===== src/rtl/c0_isa_pkg.sv =====
// rtl/c0_isa_pkg.sv - C0 instruction-set encodings, field offsets and fetch FSM states
package c0_isa_pkg;

  localparam logic [1:0] ITYPE_JMP  = 2'b00;
  localparam logic [1:0] ITYPE_MOV  = 2'b01;
  localparam logic [1:0] ITYPE_CMP  = 2'b10;
  localparam logic [1:0] ITYPE_MATH = 2'b11;

  localparam logic [3:0] OP_ADD = 4'd0;
  localparam logic [3:0] OP_SUB = 4'd1;
  localparam logic [3:0] OP_XOR = 4'd2;
  localparam logic [3:0] OP_AND = 4'd3;
  localparam logic [3:0] OP_OR  = 4'd4;
  localparam logic [3:0] OP_NOR = 4'd5;
  localparam logic [3:0] OP_SHL = 4'd6;
  localparam logic [3:0] OP_SHR = 4'd7;
  localparam logic [3:0] OP_ROL = 4'd8;
  localparam logic [3:0] OP_ROR = 4'd9;

  localparam logic [1:0] S_BOOT = 2'd0;
  localparam logic [1:0] S_REQ  = 2'd1;
  localparam logic [1:0] S_HOLD = 2'd2;
  localparam logic [1:0] S_HALT = 2'd3;

  // Word layout, MSB first: type[1:0], irs, op, tgt, asel, imm
  function automatic int ins_width(input int op_w, input int rsel_w, input int imm_w);
    return 3 + op_w + 2 * rsel_w + imm_w;
  endfunction

  function automatic int asel_lsb(input int imm_w);
    return imm_w;
  endfunction

  function automatic int tgt_lsb(input int rsel_w, input int imm_w);
    return imm_w + rsel_w;
  endfunction

  function automatic int op_lsb(input int rsel_w, input int imm_w);
    return imm_w + 2 * rsel_w;
  endfunction

  function automatic int irs_bit(input int op_w, input int rsel_w, input int imm_w);
    return imm_w + 2 * rsel_w + op_w;
  endfunction

  function automatic int type_lsb(input int op_w, input int rsel_w, input int imm_w);
    return imm_w + 2 * rsel_w + op_w + 1;
  endfunction

endpackage


===== src/rtl/isa_decoder.sv =====
// rtl/isa_decoder.sv - purely combinational C0 instruction field decoder
import c0_isa_pkg::*;

module isa_decoder #(
  parameter int OP_W   = 4,
  parameter int RSEL_W = 3,
  parameter int IMM_W  = 8,
  localparam int INS_W = ins_width(OP_W, RSEL_W, IMM_W)
) (
  input  logic [INS_W-1:0]  ir,
  output logic              alu,
  output logic              mem,
  output logic              jmp,
  output logic [1:0]        ms,
  output logic              irs,
  output logic [OP_W-1:0]   op,
  output logic [RSEL_W-1:0] tgt,
  output logic [RSEL_W-1:0] asel,
  output logic [RSEL_W-1:0] bsel,
  output logic [IMM_W-1:0]  imm
);

  localparam int TYPE_LSB = type_lsb(OP_W, RSEL_W, IMM_W);
  localparam int IRS_BIT  = irs_bit(OP_W, RSEL_W, IMM_W);
  localparam int OP_LSB   = op_lsb(RSEL_W, IMM_W);
  localparam int TGT_LSB  = tgt_lsb(RSEL_W, IMM_W);
  localparam int ASEL_LSB = asel_lsb(IMM_W);

  logic [1:0] itype;

  assign itype = ir[TYPE_LSB +: 2];
  assign irs   = ir[IRS_BIT];
  assign op    = ir[OP_LSB +: OP_W];
  assign tgt   = ir[TGT_LSB +: RSEL_W];
  assign asel  = ir[ASEL_LSB +: RSEL_W];
  assign imm   = ir[IMM_W-1:0];
  // B select shares the top of the immediate field
  assign bsel  = imm[IMM_W-RSEL_W +: RSEL_W];

  assign alu = itype[1];
  assign mem = itype[0];
  assign jmp = (itype == ITYPE_JMP);

  assign ms[1] = (itype[1] ^ irs) & ~(&itype);
  assign ms[0] = (itype[0] ^ irs) & ~(&itype);

endmodule


===== src/rtl/fetch_decode_unit.sv =====
// rtl/fetch_decode_unit.sv - PC, boot, instruction fetch and registered decode; FETCH_HALT_ON_ZERO_EN adds halt-on-zero-word
import c0_isa_pkg::*;

module fetch_decode_unit #(
  parameter int               ADDR_W    = 8,
  parameter int               OP_W      = 4,
  parameter int               RSEL_W    = 3,
  parameter int               IMM_W     = 8,
  parameter logic [ADDR_W-1:0] BOOT_ADDR = '0,
  localparam int              INS_W     = ins_width(OP_W, RSEL_W, IMM_W)
) (
  input  logic              CLK,
  input  logic              reset,
  output logic [ADDR_W-1:0] mem_addr,
  output logic              mem_req,
  input  logic              mem_ack,
  input  logic [INS_W-1:0]  mem_rdata,
  input  logic              br_valid,
  input  logic [ADDR_W-1:0] br_target,
  output logic              dec_valid,
  input  logic              dec_ready,
  output logic              dec_alu,
  output logic              dec_mem,
  output logic              dec_jmp,
  output logic [1:0]        dec_ms,
  output logic              dec_irs,
  output logic [OP_W-1:0]   dec_op,
  output logic [RSEL_W-1:0] dec_tgt,
  output logic [RSEL_W-1:0] dec_asel,
  output logic [RSEL_W-1:0] dec_bsel,
  output logic [IMM_W-1:0]  dec_imm,
  output logic [ADDR_W-1:0] dec_pc,
  output logic              halted
);

  logic [1:0]        state;
  logic [ADDR_W-1:0] pc;
  logic [ADDR_W-1:0] ir_pc;
  logic [INS_W-1:0]  ir;
  logic              ir_zero;

`ifdef FETCH_HALT_ON_ZERO_EN
  assign ir_zero = (ir == '0);
  assign halted  = (state == S_HALT) & ~reset;
`else
  assign ir_zero = 1'b0;
  assign halted  = 1'b0;
`endif

  always_ff @(posedge CLK) begin
    if (reset) begin
      state <= S_BOOT;
      pc    <= BOOT_ADDR;
      ir_pc <= BOOT_ADDR;
      ir    <= '0;
    end else begin
      case (state)
        S_BOOT: state <= S_REQ;
        S_REQ: begin
          // A redirect wins over a same-cycle ack; that data belongs to the old stream
          if (br_valid) begin
            pc <= br_target;
          end else if (mem_ack) begin
            ir    <= mem_rdata;
            ir_pc <= pc;
            state <= S_HOLD;
          end
        end
        S_HOLD: begin
          if (dec_ready && ir_zero) begin
            state <= S_HALT;
          end else if (br_valid) begin
            pc    <= br_target;
            state <= S_REQ;
          end else if (dec_ready) begin
            pc    <= pc + 1'b1;
            state <= S_REQ;
          end
        end
        default: ;
      endcase
    end
  end

  logic              raw_alu, raw_mem, raw_jmp, raw_irs;
  logic [1:0]        raw_ms;
  logic [OP_W-1:0]   raw_op;
  logic [RSEL_W-1:0] raw_tgt, raw_asel, raw_bsel;
  logic [IMM_W-1:0]  raw_imm;

  isa_decoder #(
    .OP_W   (OP_W),
    .RSEL_W (RSEL_W),
    .IMM_W  (IMM_W)
  ) u_decoder (
    .ir   (ir),
    .alu  (raw_alu),
    .mem  (raw_mem),
    .jmp  (raw_jmp),
    .ms   (raw_ms),
    .irs  (raw_irs),
    .op   (raw_op),
    .tgt  (raw_tgt),
    .asel (raw_asel),
    .bsel (raw_bsel),
    .imm  (raw_imm)
  );

  assign mem_req   = (state == S_REQ) & ~reset;
  assign mem_addr  = reset ? BOOT_ADDR : pc;
  assign dec_valid = (state == S_HOLD) & ~reset;
  assign dec_pc    = reset ? BOOT_ADDR : ir_pc;

  // Fields read as zero unless presented, so the all-zero word never shows JMP while idle
  assign dec_alu  = dec_valid & raw_alu;
  assign dec_mem  = dec_valid & raw_mem;
  assign dec_jmp  = dec_valid & raw_jmp;
  assign dec_irs  = dec_valid & raw_irs;
  assign dec_ms   = {2{dec_valid}} & raw_ms;
  assign dec_op   = {OP_W{dec_valid}} & raw_op;
  assign dec_tgt  = {RSEL_W{dec_valid}} & raw_tgt;
  assign dec_asel = {RSEL_W{dec_valid}} & raw_asel;
  assign dec_bsel = {RSEL_W{dec_valid}} & raw_bsel;
  assign dec_imm  = {IMM_W{dec_valid}} & raw_imm;

endmodule


===== config.mk =====
export PLATFORM = sky130hd
export DESIGN_NAME = fetch_decode_unit
export DESIGN_NICKNAME = d
export VERILOG_FILES = /design/src/rtl/c0_isa_pkg.sv /design/src/rtl/isa_decoder.sv /design/src/rtl/fetch_decode_unit.sv
export SDC_FILE = /design/constraint.sdc
export NUM_CORES = 1
export LEC_CHECK = 0
export CAP_MARGIN = 20
export CORE_ASPECT_RATIO = 1.1
export CORE_UTILIZATION = 30
export CTS_CLUSTER_SIZE = 12
export DETAILED_ROUTE_END_ITERATION = 10
export PLACE_DENSITY_LB_ADDON = 0.25
export SLEW_MARGIN = 20
export SYNTH_ARGS = -nofsm -noshare
export SYNTH_HDL_FRONTEND = slang
export SYNTH_HIERARCHICAL = 1
export SYNTH_SLANG_ARGS = --single-unit

===== constraint.sdc =====
create_clock -name CLK -period 1.6 [get_ports CLK]
set_input_delay 0.32 -clock CLK [delete_from_list [all_inputs] [get_ports CLK]]
set_output_delay 0.32 -clock CLK [all_outputs]
set_load 0.02 [all_outputs]

==> results of run 1 <==
[metrics by stage]
step,setup slack [ps],cell area (µm²)
2_1_floorplan,47.7,2100
3_3_place_gp,-258,2990
3_5_place_dp,-309,2990
4_1_cts,-129,2990
5_1_grt,-98.3,3190
6_report,-45.7,3190
[critical path, cell delays in order, from the launching register on]
cell and delay (ps):
dfxtp_2 330, nand2b_4 150, nor2_4 110, buf_6 170, and2_4 160, buf_6 110
[cell families after synthesis]
logic type / after synthesis / share of synthesized area (%)
other: 1 / 0.179
adder cells (fa/ha/maj): 1 / 0.596
flip-flops: 39 / 37.2
AO/OA/AOI/OAI: 55 / 14.6
multiplexers: 3 / 1.67
AND/OR/NAND/NOR: 143 / 33.4
buffers and inverters: 43 / 12.4
[timing repair]
action / 4_1_cts / 5_1_grt
pin swaps: 0 / 1
gates resized for setup: 137 / 86
gates cloned: 1 / 0
hold buffers: 0 / 0
endpoints found under the setup margin: 45 / 34
setup buffers: 2 / 0
[worst max-delay path by stage]
stage                                     to  cells after the start                   from  slack [ps]
after global placement    pc[0]$_SDFFE_PP0P_                      4               br_valid        -260
after CTS                         dec_imm[4]                      6  state[0]$_SDFFE_PP0P_        -130
after detailed placement  pc[0]$_SDFFE_PP0P_                      4               br_valid        -310
after floorplan                  dec_bsel[0]                      4                  reset          50
after global routing              dec_imm[5]                      5  state[0]$_SDFFE_PP0P_        -100
final                            dec_asel[2]                      5  state[0]$_SDFFE_PP0P_         -50
[power by group through the flow]
stage,registers [µW],logic (µW),clock network [µW]
4_1_cts,1020,338,822
3_5_place_dp,1050,338,0
3_3_place_gp,1050,338,0
2_1_floorplan,1050,162,0
5_1_grt,1030,372,876
6_report,1030,340,798
[state kept, by name, indices dropped and copies added, names as in the netlist]
signal  cells
state       2
ir_pc       8
ir         21
pc          8
[per-layer routing]
layer  share of wire (%)  GRT usage [%]
met1                  43           18.3
met2                  49           25.8
met3                 5.6           3.35
met4                 1.8           6.43
met5                   0              0
[final cells by class]
type                    instances  area, µm²
clock buffers                   6       72.6
clock inverters                 1       30.0
fillers                       684       3480
inverters                       1       3.75
multi-input cells             203       1140
flip-flops and latches         39        785
well taps                      82        103
repair buffers                110       1060
[placed cells by master (no fill, tap or decap), types with 3 or more instances in the layout]
master	instances
nor3_1	4
nand2b_1	3
a21oi_1	37
clkdlybuf4s50_1	31
and2_4	23
nor2_1	7
buf_4	32
buf_6	26
dlygate4sd2_1	16
clkbuf_8	5
nand2_1	68
o21ai_0	7
dfxtp_2	3
nor2b_1	16
dfxtp_1	36
and2_1	6
==> metrics.md, run 1 <==
| Metric | Value |
|---|---|
| Final wirelength | `5310 µm` |
| Seq/Total Area, Yosys | `a little under two fifths` |
| Setup crit end kind | `output port` |
| Failing checks | `negative setup slack` |
| Reg power frac | `between 40% and 50%` |
| Io pins | `80` |
| Setup_tns | `-698 ps` |
| Core area | `6670 µm²` |
| Hold/Removal Path Class | `in2reg` |
| Synth top cells by count | `68 x nand2_1, 39 x dfxtp_1, 37 x a21oi_1` |
| Vias per inst | `4.69` |
| Overflow after GRT | `0` |
| RSZ-0062 raised after global routing | `yes` |
| Initial antenna violation count | `0` |
| Leading area contributor after synthesis | `dfxtp_1` |
| Count of nets after finishing | `395` |
| Initial DRC count | `47` |
| Placed Cells | `434` |
| First-pass iteration count of the detailed router | `4` |
| Asr flop ratio synth | `0%` |
| Area fraction of the dominant cell type after synthesis | `37.2%` |
| Minimum clock period | `1650 ps` |
| Post-DRT Antenna Nets | `0` |
| Endpoints failing setup | `27` |
| Average wire per standard cell | `12.0 µm` |
| Synth Instances | `roughly 290` |
| Avg Cell Area, Syn | `7.36 µm²` |
| Leakage | `0.00134 µW` |
| Clock share of power | `36.9%` |
| Post-Syn Area | `between 2000 and 2500 µm²` |
| Worst-path clk slew | `80 ps` |
| WP data required | `1280 ps` |
| Synth Register Bits | `39` |
| Pwr Total | `2160 µW` |
| Gate power share | `between 15 and 20%` |
| Fraction of layout cells with a size suffix above 1 | `28.6%` |
| Pins Over Slew Limit | `0` |
| Status | `finished, violations left` |
| Critical path class | `reg2out` |
| Die Footprint | `7330 µm²` |
| Util after Layout | `roughly 48%` |
| Via Count | `~2100` |
| WHS | `440 ps` |
| Post-synth top flop | `dfxtp_1` |
| Die Width | `81.7 µm` |
| Final worst slack | `-45.7 ps` |
| Detailed-route DRC error count | `0` |
| CTS Buf Count | `5` |
| Die height | `89.7 µm` |
| Cell Rows | `31` |
| Worst Path Arrival | `1330 ps` |
| Max_cap viols | `0` |
| Reg2reg path depth | `6` |
| FF-to-FF End | `pc[0]$_SDFFE_PP0P_` |
| Number of enable flip-flop cells after synthesis | `0` |
| Dpl hpwl | `3750 µm` |
| H-tree lvl count | `2` |
| Maximum vdd drop | `around 0.00039 V` |
| Switch share | `between 20% and 30%` |
| Yosys cell types | `36` |
| CTS max path bufs | `2` |
| Crit start category | `register` |
| Hold Path End | `state[1]$_SDFFE_PP0P_` |
| P per Cell Area | `approximately 680 nW/µm²` |
| Total track usage | `15.3%` |
| Initial Util | `31.5%` |
| Clk root buf | `clkbuf_8` |
| Setup Skew | `5.36 ps` |
| TritonCTS clock tree | `done` |
| Count leader, synth | `nand2_1` |
| Reg2reg start | `state[0]$_SDFFE_PP0P_` |
| Area Growth Syn to Fin | `52.2%` |
| Fin crit share | `103%` |
| Syn_nets | `320` |
| CTS Sinks | `39` |
| Inserted Diodes | `0` |
| Hold path cells | `4` |
| Final Hold Viols | `0` |
| P_int | `1650 µW` |
| Skew-Pair Late Insertion Delay | `290 ps` |
| Switching pwr | `514 µW` |
| Port Buffers | `between 70 and 80` |
| Hold path start | `br_valid` |
| FMAX | `608 MHz` |
| First-pass GRT wire length | `8760 µm` |
| Largest net degree at the start of global routing | `36` |
| RD Place Congestion | `0.836` |
| Synth top area cells | `dfxtp_1 37%, nand2_1 12%, buf_4 8.9%` |
| Yosys warns | `6` |
| R2r setup slk | `about 100 ps` |
| Crit-path max FO | `14` |
| Vias in the first global route | `between 1500 and 2000` |
| Post-route insts no fill | `442` |
Power figures use the tool's default switching activity.
==> inputs of run 2 (changes only) <==
CAP_MARGIN = unset   (was 20)
==> results of run 2 <==
Same layout as run 1: the final DEF is identical, and so are final timing and power.
==> inputs of run 3 (changes only) <==
clock period = 1.5 ns   (was 1.6 ns; I/O delays follow)
==> run 3 against run 2 <==
The flow still finishes with violations (negative setup slack); first-iteration DRC count up 19%; sequential power up 6%; power about the same; non-clock buffer count up 5; routed wire length up 0.30%; final area up 1.9%; register-to-register slack worse by 170 ps; worst hold slack better by 12 ps; clock power down 14%; critical path depth unchanged; critical endpoint is now dec_bsel[1]; largest cell class unchanged; largest power group unchanged.
==> metrics.md, run 3 (synthesized netlist as in run 1, its figures left out) <==
| Metric | Value |
|---|---|
| P per Cell Area | `665 nW/µm² (was 678 nW/µm²)` |
| Reg2reg path depth | `5 (was 6)` |
| Post-DRT Antenna Nets | `0 (unchanged)` |
| Die height | `89.7 µm (unchanged)` |
| Average wire per standard cell | `11.9 µm (was 12.0 µm)` |
| Max reg flops | `21 (unchanged)` |
| Reg2reg start | `state[1]$_SDFFE_PP0P_ (was state[0]$_SDFFE_PP0P_)` |
| Clk root buf | `clkbuf_8 (unchanged)` |
| Worst path slowest cell | `dfxtp_2 (unchanged)` |
| Setup crit end kind | `output port (unchanged)` |
| Hold path cells | `2 (was 4)` |
| Largest regs | `ir x21, ir_pc x8, pc x8 (unchanged)` |
| Die Footprint | `7330 µm² (unchanged)` |
| Overflow after GRT | `0 (unchanged)` |
| Worst Path Arrival | `1290 ps (was 1330 ps)` |
| Fraction of layout cells with a size suffix above 1 | `27.6% (was 28.6%)` |
| Critical path's largest stage delay | `330 ps (about the same)` |
| FF-to-FF End | `pc[0]$_SDFFE_PP0P_ (unchanged)` |
| Failing checks | `negative setup slack (unchanged)` |
| Vias per inst | `4.60 (was 4.69)` |
| Initial Util | `31.5% (unchanged)` |
| Crit-path max FO | `28 (was 14)` |
| Count of nets after finishing | `400 (was 395)` |
| Initial DRC count | `56 (was 47)` |
| Area Growth Syn to Fin | `55.1% (was 52.2%)` |
| Critical path class | `reg2out (unchanged)` |
| Crit-path leading delay family | `simple AND/OR/NAND/NOR gates (unchanged)` |
| WP buf/inv | `2 (unchanged)` |
| Commonest non-fill, non-tap cell in the layout | `nand2_1 (unchanged)` |
| Port Buffers | `78 (unchanged)` |
| Worst-path clk slew | `80 ps (about the same)` |
| Hold path start | `ir[3]$_SDFFE_PP0P_ (was br_valid)` |
| Io pins | `80 (unchanged)` |
| Leakage | `0.00132 µW (was 0.00134 µW)` |
| Initial antenna violation count | `0 (unchanged)` |
| WP data required | `1200 ps (was 1280 ps)` |
| Max_cap viols | `0 (unchanged)` |
| Inserted Diodes | `0 (unchanged)` |
| Minimum clock period | `1590 ps` |
| Placed Area | `3010 µm² (was 2990 µm²)` |
| Endpoints failing setup | `30 (was 27)` |
| Placed Cells | `436 (was 434)` |
| Via Count | `2061 (was 2073)` |
| First-pass iteration count of the detailed router | `4 (unchanged)` |
| CTS max path bufs | `2 (unchanged)` |
| Most frequent cells in the layout | `67 x nand2_1, 36 x dfxtp_1, 34 x a21oi_1, 34 x buf_6, 31 x clkdlybuf4s50_1 (was 68 x nand2_1, 37 x a21oi_1, 36 x dfxtp_1)` |
| TritonCTS clock tree | `done (unchanged)` |
| Post-route insts no fill | `448 (was 442)` |
| H-tree lvl count | `2 (unchanged)` |
| R2r setup slk | `-70 ps (was 100 ps)` |
| Hold/Removal Path Class | `reg2reg (was in2reg)` |
| Final worst slack | `-94.5 ps (was -45.7 ps)` |
| Cell Rows | `31 (unchanged)` |
| Fin crit share | `106%` |
| Largest net degree at the start of global routing | `32 (was 36)` |
| Final wirelength | `5320 µm (was 5310 µm)` |
| Status | `finished, violations left (unchanged)` |
| WHS | `452 ps (was 440 ps)` |
| Final Hold Viols | `0 (unchanged)` |
| Crit start category | `register (unchanged)` |
| CTS Sinks | `39 (unchanged)` |
| Pins Over Slew Limit | `0 (unchanged)` |
| Top reg by flops | `ir (unchanged)` |
| Skew-Pair Late Insertion Delay | `290 ps (about the same)` |
| Core area | `6670 µm² (unchanged)` |
| FMAX | `627 MHz` |
| Total track usage | `14.7% (was 15.3%)` |
| Detailed-route DRC error count | `0 (unchanged)` |
| Maximum vdd drop | `0.000324 V (was 0.000389 V)` |
| Util after Layout | `48.8% (was 47.9%)` |
| Finished Cell Area | `3250 µm² (was 3190 µm²)` |
| Number of buffers inserted by hold repair at cts | `0 (unchanged)` |
| Vias in the first global route | `1910 (was 1963)` |
| Die Width | `81.7 µm (unchanged)` |
| First-pass GRT wire length | `8420 µm (was 8760 µm)` |
| CP cell instances | `nand2b_4 > nor2_4 > buf_12 > and2_1 > buf_6 (was nand2b_4 > nor2_4 > buf_6 > and2_4 > buf_6)` |
| Setup Skew | `12.1 ps (was 5.36 ps)` |
| Hold Path End | `ir[3]$_SDFFE_PP0P_ (was state[1]$_SDFFE_PP0P_)` |
| RSZ-0062 raised after global routing | `yes (unchanged)` |
| RD Place Congestion | `0.859 (was 0.836)` |
| CTS Buf Count | `5 (unchanged)` |
| Dpl hpwl | `3670 µm (was 3750 µm)` |
[run 3: area by class of cell]
class,instances,area (µm²)
multi-input cells,203,1160
clock buffers,7,76.3
well taps,82,103
repair buffers,115,1120
fillers,676,3420
inverters,1,3.75
clock inverters,1,5.00
flip-flops and latches,39,785
[run 3: how the worst max path moves through the flow]
| stage | cells past startpoint | start | to |
|---|---|---|---|
| 4_1_cts | 5 | state[0]$_SDFFE_PP0P_ | dec_jmp |
| 2_1_floorplan | 4 | reset | dec_bsel[0] |
| 3_3_place_gp | 5 | br_valid | pc[0]$_SDFFE_PP0P_ |
| 3_5_place_dp | 5 | br_valid | pc[0]$_SDFFE_PP0P_ |
| 5_1_grt | 5 | state[0]$_SDFFE_PP0P_ | dec_op[3] |
| 6_report | 5 | state[0]$_SDFFE_PP0P_ | dec_bsel[1] |
[run 3: where the power goes]
| part | internal, µW | switching [µW] | leakage [µW] |
|---|---|---|---|
| Sequential | 1070 | 21.3 | 0.000318 |
| Clock | 327 | 360 | 0.0000422 |
| Combinational | 212 | 172 | 0.000962 |
[run 3: worst min-delay path, cell delays in order (launching register included)]
cell and delay, ps:
dfxtp_1 310, nand2_1 50, a21oi_1 50
[run 3: repair_timing]
action                                  CTS  global route
buffers inserted                          0             3
resized for setup                       186            52
endpoints found under the setup margin   49            69
pin swaps                                 2             9
gates cloned                              1             0
[run 3: routing by layer]
| metal | vias to the layer above | global-route usage [%] | share of wire (%) |
|---|---|---|---|
| li1 | 1059 | - | - |
| met1 | 941 | 17.8 | 45 |
| met2 | 59 | 23.8 | 49 |
| met3 | 2 | 4.06 | 5.7 |
| met4 | 0 | 6.29 | 0.68 |
| met5 | - | 0 | 0 |
[run 3: metrics by stage]
step / setup WS (ps) / TNS (ps) / power, µW
2_1_floorplan: 20.5 / 0 / 1290
3_3_place_gp: -338 / -16320 / 1480
4_1_cts: -105 / -2470 / 2160
6_report: -94.5 / -2470 / 2160
5_1_grt: -179 / -4930 / 2300
3_5_place_dp: -366 / -17210 / 1480
